[config.mk]
export PLATFORM = sky130hd
export DESIGN_NAME = lfsr_rand_arbiter_flat
export DESIGN_NICKNAME = d
export VERILOG_FILES = /design/src/rtl/lfsr_rand_arbiter_pkg.sv /design/src/rtl/lfsr_rand_arbiter_if.sv /design/src/rtl/lfsr_rand_arbiter_rr_arb.sv /design/src/rtl/lfsr_rand_arbiter.sv /design/src/flat_wrapper.sv
export SDC_FILE = /design/constraint.sdc
export NUM_CORES = 1
export LEC_CHECK = 0
export CAP_MARGIN = 20
export CORE_UTILIZATION = 52
export DETAILED_ROUTE_END_ITERATION = 16
export GPL_TIMING_DRIVEN = 1
export PLACE_DENSITY = 0.8
export SETUP_SLACK_MARGIN = 0.3
export SYNTH_ARGS = -nofsm -noshare
export SYNTH_HDL_FRONTEND = slang
export SYNTH_SLANG_ARGS = --single-unit
[constraint.sdc]
create_clock -name clk_i -period 8.7 [get_ports clk_i]
set_input_delay 1.74 -clock clk_i [delete_from_list [all_inputs] [get_ports clk_i]]
set_output_delay 1.74 -clock clk_i [all_outputs]
set_load 0.05 [all_outputs]
[src/rtl/lfsr_rand_arbiter_pkg.sv]
// lfsr_rand_pkg: shared LFSR constants, FSM state type and the LFSR step function
package lfsr_rand_pkg;
  localparam int LFSR_LEN = 128;
  localparam int TAPS [6] = '{127, 51, 13, 8, 4, 1};
  typedef enum logic [1:0] {WARMUP, READY, REFRESH} lfsr_state_e;
  function automatic logic [LFSR_LEN-1:0] lfsr_step(input logic [LFSR_LEN-1:0] s);
    logic fb;
    fb = 1'b0;
    for (int i = 0; i < 6; i++) fb ^= s[TAPS[i]];
    return {s[LFSR_LEN-2:0], ~fb};
  endfunction
endpackage

[src/rtl/lfsr_rand_arbiter_if.sv]
// lfsr_rand_arbiter_if: reseed, request/grant and random-word signals of the shared LFSR arbiter
interface lfsr_rand_arbiter_if
  import lfsr_rand_pkg::*;
#(
  parameter int NUM_REQ = 4,
  parameter int WIDTH   = 8
);
  logic                seed_valid_i;
  logic [LFSR_LEN-1:0] seed_i;
  logic                seed_ready_o;
  logic [NUM_REQ-1:0]  req_i;
  logic [NUM_REQ-1:0]  gnt_o;
  logic [WIDTH-1:0]    rand_o;
  logic                busy_o;
  modport master (output seed_valid_i, seed_i, req_i, input seed_ready_o, gnt_o, rand_o, busy_o);
  modport slave  (input seed_valid_i, seed_i, req_i, output seed_ready_o, gnt_o, rand_o, busy_o);
endinterface

[src/rtl/lfsr_rand_arbiter_rr_arb.sv]
// rr_arb_onehot: combinational round-robin pick of the first request at or above ptr, with wrap
module rr_arb_onehot #(
  parameter int NUM_REQ = 4,
  localparam int IW = NUM_REQ > 1 ? $clog2(NUM_REQ) : 1
) (
  input  logic [NUM_REQ-1:0] req,
  input  logic [IW-1:0]      ptr,
  input  logic               en,
  output logic [NUM_REQ-1:0] gnt,
  output logic [IW-1:0]      idx
);
  logic [IW-1:0] cand;
  // walk offsets from farthest to nearest so the nearest request wins
  always_comb begin
    idx = '0;
    cand = '0;
    for (int k = NUM_REQ - 1; k >= 0; k--) begin
      cand = IW'((int'(ptr) + k) % NUM_REQ);
      if (req[cand]) idx = cand;
    end
  end
  assign gnt = (en && |req) ? NUM_REQ'(1) << idx : '0;
endmodule

[src/rtl/lfsr_rand_arbiter.sv]
// lfsr_rand_arbiter: one 128-bit LFSR shared round-robin among NUM_REQ requesters with warm-up/refresh/reseed.
// Define LFSR_RAND_ARB_FREE_RUN_EN to let the LFSR step on idle READY cycles.
module lfsr_rand_arbiter
  import lfsr_rand_pkg::*;
#(
  parameter int                  NUM_REQ       = 4,
  parameter int                  WIDTH         = 8,
  parameter logic [LFSR_LEN-1:0] DEFAULT_SEED  = 128'h1,
  parameter int                  WARMUP_STEPS  = 4,
  parameter int                  REFRESH_STEPS = 2
) (
  input logic                clk_i,
  input logic                rst_i,
  lfsr_rand_arbiter_if.slave bus
);
  localparam int IW = NUM_REQ > 1 ? $clog2(NUM_REQ) : 1;
  logic [LFSR_LEN-1:0] s_q, s_d;
  lfsr_state_e         state_q, state_d;
  logic [7:0]          cnt_q, cnt_d;
  logic [IW-1:0]       ptr_q, ptr_d, idx;
  logic [NUM_REQ-1:0]  gnt;
  logic                arb_en;
  assign arb_en = state_q == READY && !bus.seed_valid_i;
  rr_arb_onehot #(.NUM_REQ(NUM_REQ)) u_arb (
    .req(bus.req_i),
    .ptr(ptr_q),
    .en (arb_en),
    .gnt(gnt),
    .idx(idx)
  );
  assign bus.gnt_o        = gnt;
  assign bus.rand_o       = s_q[WIDTH-1:0];
  assign bus.busy_o       = state_q != READY;
  assign bus.seed_ready_o = state_q == READY;
  always_comb begin
    s_d = s_q;
    state_d = state_q;
    cnt_d = cnt_q;
    ptr_d = ptr_q;
    if (state_q == WARMUP) begin
      if (cnt_q != 8'd0) begin
        s_d = lfsr_step(s_q);
        cnt_d = cnt_q - 8'd1;
      end else state_d = READY;
    end else if (state_q == REFRESH) begin
      s_d = lfsr_step(s_q);
      cnt_d = cnt_q - 8'd1;
      state_d = cnt_q == 8'd1 ? READY : REFRESH;
    end else if (bus.seed_valid_i) begin
      // an all-ones seed would lock the LFSR, so fall back to the reset seed
      s_d = &bus.seed_i ? DEFAULT_SEED : bus.seed_i;
      cnt_d = 8'(WARMUP_STEPS);
      state_d = WARMUP;
    end else if (|gnt) begin
      s_d = lfsr_step(s_q);
      ptr_d = idx == IW'(NUM_REQ - 1) ? '0 : idx + IW'(1);
      cnt_d = 8'(REFRESH_STEPS);
      state_d = REFRESH_STEPS != 0 ? REFRESH : READY;
    end
`ifdef LFSR_RAND_ARB_FREE_RUN_EN
    else s_d = lfsr_step(s_q);
`endif
  end
  always_ff @(posedge clk_i) begin
    if (rst_i) begin
      s_q <= DEFAULT_SEED;
      state_q <= WARMUP;
      cnt_q <= 8'(WARMUP_STEPS);
      ptr_q <= '0;
    end else begin
      s_q <= s_d;
      state_q <= state_d;
      cnt_q <= cnt_d;
      ptr_q <= ptr_d;
    end
  end
endmodule
[src/flat_wrapper.sv]
// flat-port wrapper written by rule: the top's interface ports become plain ports
module lfsr_rand_arbiter_flat import lfsr_rand_pkg::*;
#(
  parameter int                  NUM_REQ       = 4,
  parameter int                  WIDTH         = 8,
  parameter logic [LFSR_LEN-1:0] DEFAULT_SEED  = 128'h1,
  parameter int                  WARMUP_STEPS  = 4,
  parameter int                  REFRESH_STEPS = 2
)
  (clk_i, rst_i, bus_seed_valid_i, bus_seed_i, bus_req_i, bus_seed_ready_o, bus_gnt_o, bus_rand_o, bus_busy_o);
  lfsr_rand_arbiter_if #(.NUM_REQ(NUM_REQ), .WIDTH(WIDTH)) bus_i ();
  input logic clk_i;
  input logic rst_i;
  input wire logic [$bits(bus_i.seed_valid_i)-1:0] bus_seed_valid_i;
  input wire logic [$bits(bus_i.seed_i)-1:0] bus_seed_i;
  input wire logic [$bits(bus_i.req_i)-1:0] bus_req_i;
  output wire logic [$bits(bus_i.seed_ready_o)-1:0] bus_seed_ready_o;
  output wire logic [$bits(bus_i.gnt_o)-1:0] bus_gnt_o;
  output wire logic [$bits(bus_i.rand_o)-1:0] bus_rand_o;
  output wire logic [$bits(bus_i.busy_o)-1:0] bus_busy_o;
  assign bus_i.seed_valid_i = bus_seed_valid_i;
  assign bus_i.seed_i = bus_seed_i;
  assign bus_i.req_i = bus_req_i;
  assign bus_seed_ready_o = bus_i.seed_ready_o;
  assign bus_gnt_o = bus_i.gnt_o;
  assign bus_rand_o = bus_i.rand_o;
  assign bus_busy_o = bus_i.busy_o;
  lfsr_rand_arbiter #(.NUM_REQ(NUM_REQ), .WIDTH(WIDTH), .DEFAULT_SEED(DEFAULT_SEED), .WARMUP_STEPS(WARMUP_STEPS), .REFRESH_STEPS(REFRESH_STEPS)) u_core (.clk_i(clk_i), .rst_i(rst_i), .bus(bus_i));
endmodule
==> out/qor.yml <==
synthSimpleGateAreaFrac: 0.285
row_count: 43
p_sw_frac: 0.355
switchingPower_mw: 0.842
cts_tree: "yes"
overflow: 0
required_ns: 6.96
max_slew_margin: 0.310
grt_usage: 0.271
final_area_um2: 9530
wirelength_um: 20100
regArea_um2: 2800
fmax_mhz: 173
post-route-period-util: 0.666
p_leak_nw: 3.01
rsz0062_at_grt: "false"
pre_cts_slack_ns: 2.92
clock_latency_ns: 0.43
p_int_mw: 1.53
run_status: "completed"
ios: 149
synth_top_family_by_area: "simple AND/OR/NAND/NOR gates"
synth_adder_area_share: 0.00993
crit_path_top_delay_cell: "clkdlybuf4s50_1"
clock_sinks: 140
cp-start-kind: "input pin"
synth_common_cells: "140 x dfxtp_1, 125 x nand3_1, 123 x nand3b_1, 123 x o211ai_1, 75 x o21ai_0"
worstPathArrival_ns: 4.05
layout_setup_ws_ns: 2.91
fp.dieArea_um2: 15000
max_cap_viol_count: 0
synthToLayoutAreaGrowth_pct: 26.1
power_density_nw_per_um2: 249
multi_input_area_um2: 4230
setup_violations: 0
pwr-share-seq: 0.332
place_area_um2: 8840
finalMaxSlewViolations: 0
power.clock.fraction: 0.359
synth-main-ff-cell: "dfxtp_1"
yosys-top-cells-area: "dfxtp_1 37%, nand3b_1 12%, o211ai_1 12%"
tightest_slew_ns: 1.03
cts_buffers: 17
synth.most_common_cell: "dfxtp_1"
max_stage_delay_ns: 0.79
path_buf_inv: 3
synth-async-reset-ratio: 0
ir_drop_v: 0.000186
ys_ff_latch: 140
finalHoldViolations: 0
clk_pin_slew_worst_paths_ns: 0.06
fin_util: 0.679
synth_edf_count: 0
die_y_um: 123
port_buffers: 148
synth-compound-area-share: 0.241
clock_path_buffers: 2
yosysSeqAreaShare: 0.371
first_iter_violations: 833
ctsHoldBuffers: 0
h-tree-depth: 4
synthXorXnorAreaFrac: 0.0127
ant_nets: 0
die_x_um: 123
cp_max_fo: 4
synthMuxAreaShare: 0.00728
cpLargestDelayFamily: "buffers and inverters"
grt_max_degree: 130
synth.distinct_cells: 41
critPathKind: "input pin to primary output"
grt_pass1_vias: 6534
globalplace.congestion: 0.828
syn_nets: 1030
cts_resized: 0
end_kind: "primary output"
initial_utilization: 0.538
grt_pass1_wl_um: 32200
worst_hold_slack_ns: 0.502
p_comb_frac: 0.309
fin_tns_setup_ns: 0
ys_warn_count: 0
core-area_um2: 14000
num_vias: 7391
post_cts_buffers: 0
viasPerCell: 6.34
syn_inst: 889
min_path_type: "register to register"
first_pass_iters: 6
fin_skew_ns: 0.0115
synth_top_cell_by_area: "dfxtp_1"
antenna_found_initial: 0
root_buffer: "clkbuf_16"
nets: 1112
drt-wirelength-per-cell_um: 17.3
drc: 0
r2r_slack_ns: 4.93
fillers: 1168
place_hpwl_um: 12800
drive_above_1_share: 0.0823
syn_area_per_cell_um2: 8.51
crit_path_cell_trace: "clkdlybuf4s50_1 -> inv_1 -> a21oi_1 -> o22ai_1 -> a21oi_1 -> ha_1 -> and2_1 -> clkdlybuf4s50_1"
fin_crit_ns: 5.79
synth.cell_area_um2: 7560
yosysTopAreaCellShare: 0.371
[logic make-up after synthesis]
group / count (synthesis)
muxes: 5
adders and majority gates: 6
DFF: 140
buffers and inverters: 104
and+or+nand+nor: 352
AOI/OAI and AO/OA: 271
xor gates and xnor gates: 11
[power groups by stage]
stage	sequential (mW)	clock (mW)	combinational (mW)
after floorplan	0.779	0	0.624
after global placement	0.797	0	0.721
after detailed placement	0.798	0	0.727
after CTS	0.786	0.858	0.731
after global routing	0.797	0.893	0.811
final	0.789	0.851	0.733
[sequential cells by signal, summed over array words and instances, names as in the netlist]
register        cells
u_core.ptr_q        2
u_core.s_q        128
u_core.cnt_q        8
u_core.state_q      2
[path summary, 6_finish.rpt]
path,from,to,depth (start not counted)
worst min register to register,u_core.s_q[113],u_core.s_q[114],2
worst min-delay path,u_core.s_q[113],u_core.s_q[114],2
worst max register to register,u_core.ptr_q[0],u_core.s_q[1],12
worst max-delay path,bus_req_i[1],bus_gnt_o[3],8
[through the flow]
step | cells | total power, mW
2_1_floorplan | 889 | 1.40
3_3_place_gp | 1132 | 1.52
3_5_place_dp | 1132 | 1.52
4_1_cts | 1164 | 2.38
5_1_grt | 1164 | 2.50
6_report | 1165 | 2.37
[cells in the final DEF, fill, tap and decap left out, types with 7 or more instances in the layout]
master / Yosys / routed
clkdlybuf4s50_1: 0 / 147
nor4_1: 10 / 10
nand4_1: 37 / 37
nor2_1: 14 / 14
inv_1: 12 / 12
o211ai_1: 123 / 123
clkbuf_16: 0 / 17
nand3b_1: 123 / 123
o21ai_0: 75 / 75
nand2_1: 13 / 12
o21ai_2: 31 / 30
o21ai_1: 21 / 21
nand3_1: 125 / 125
a21oi_1: 10 / 9
nand2b_1: 7 / 7
bufinv_16: 0 / 7
dfxtp_1: 140 / 140
[per-layer routing]
metal,global-route usage,vias up,wire (um)
li1,-,3544,-
met1,0.363,3573,9040
met5,0,-,0
met4,0.113,0,399
met2,0.412,241,9460
met3,0.0688,33,1200
[area by class of cell]
| type | count | share of cell area |
|---|---|---|
| well taps | 180 | 0.0236 |
| clock buffers | 20 | 0.0469 |
| repair buffers | 155 | 0.162 |
| flip-flops and latches | 140 | 0.294 |
| inverters | 12 | 0.00473 |
| clock inverters | 12 | 0.0253 |
| diodes | 1 | 0.000263 |
| multi-input cells | 645 | 0.443 |
[worst min-delay path, cell delays in order, from the launching register on]
cell      delay (ns)
dfxtp_1         0.32
nand3_1         0.06
o211ai_1        0.07
No activity file was read; power rests on OpenSTA's default activity.
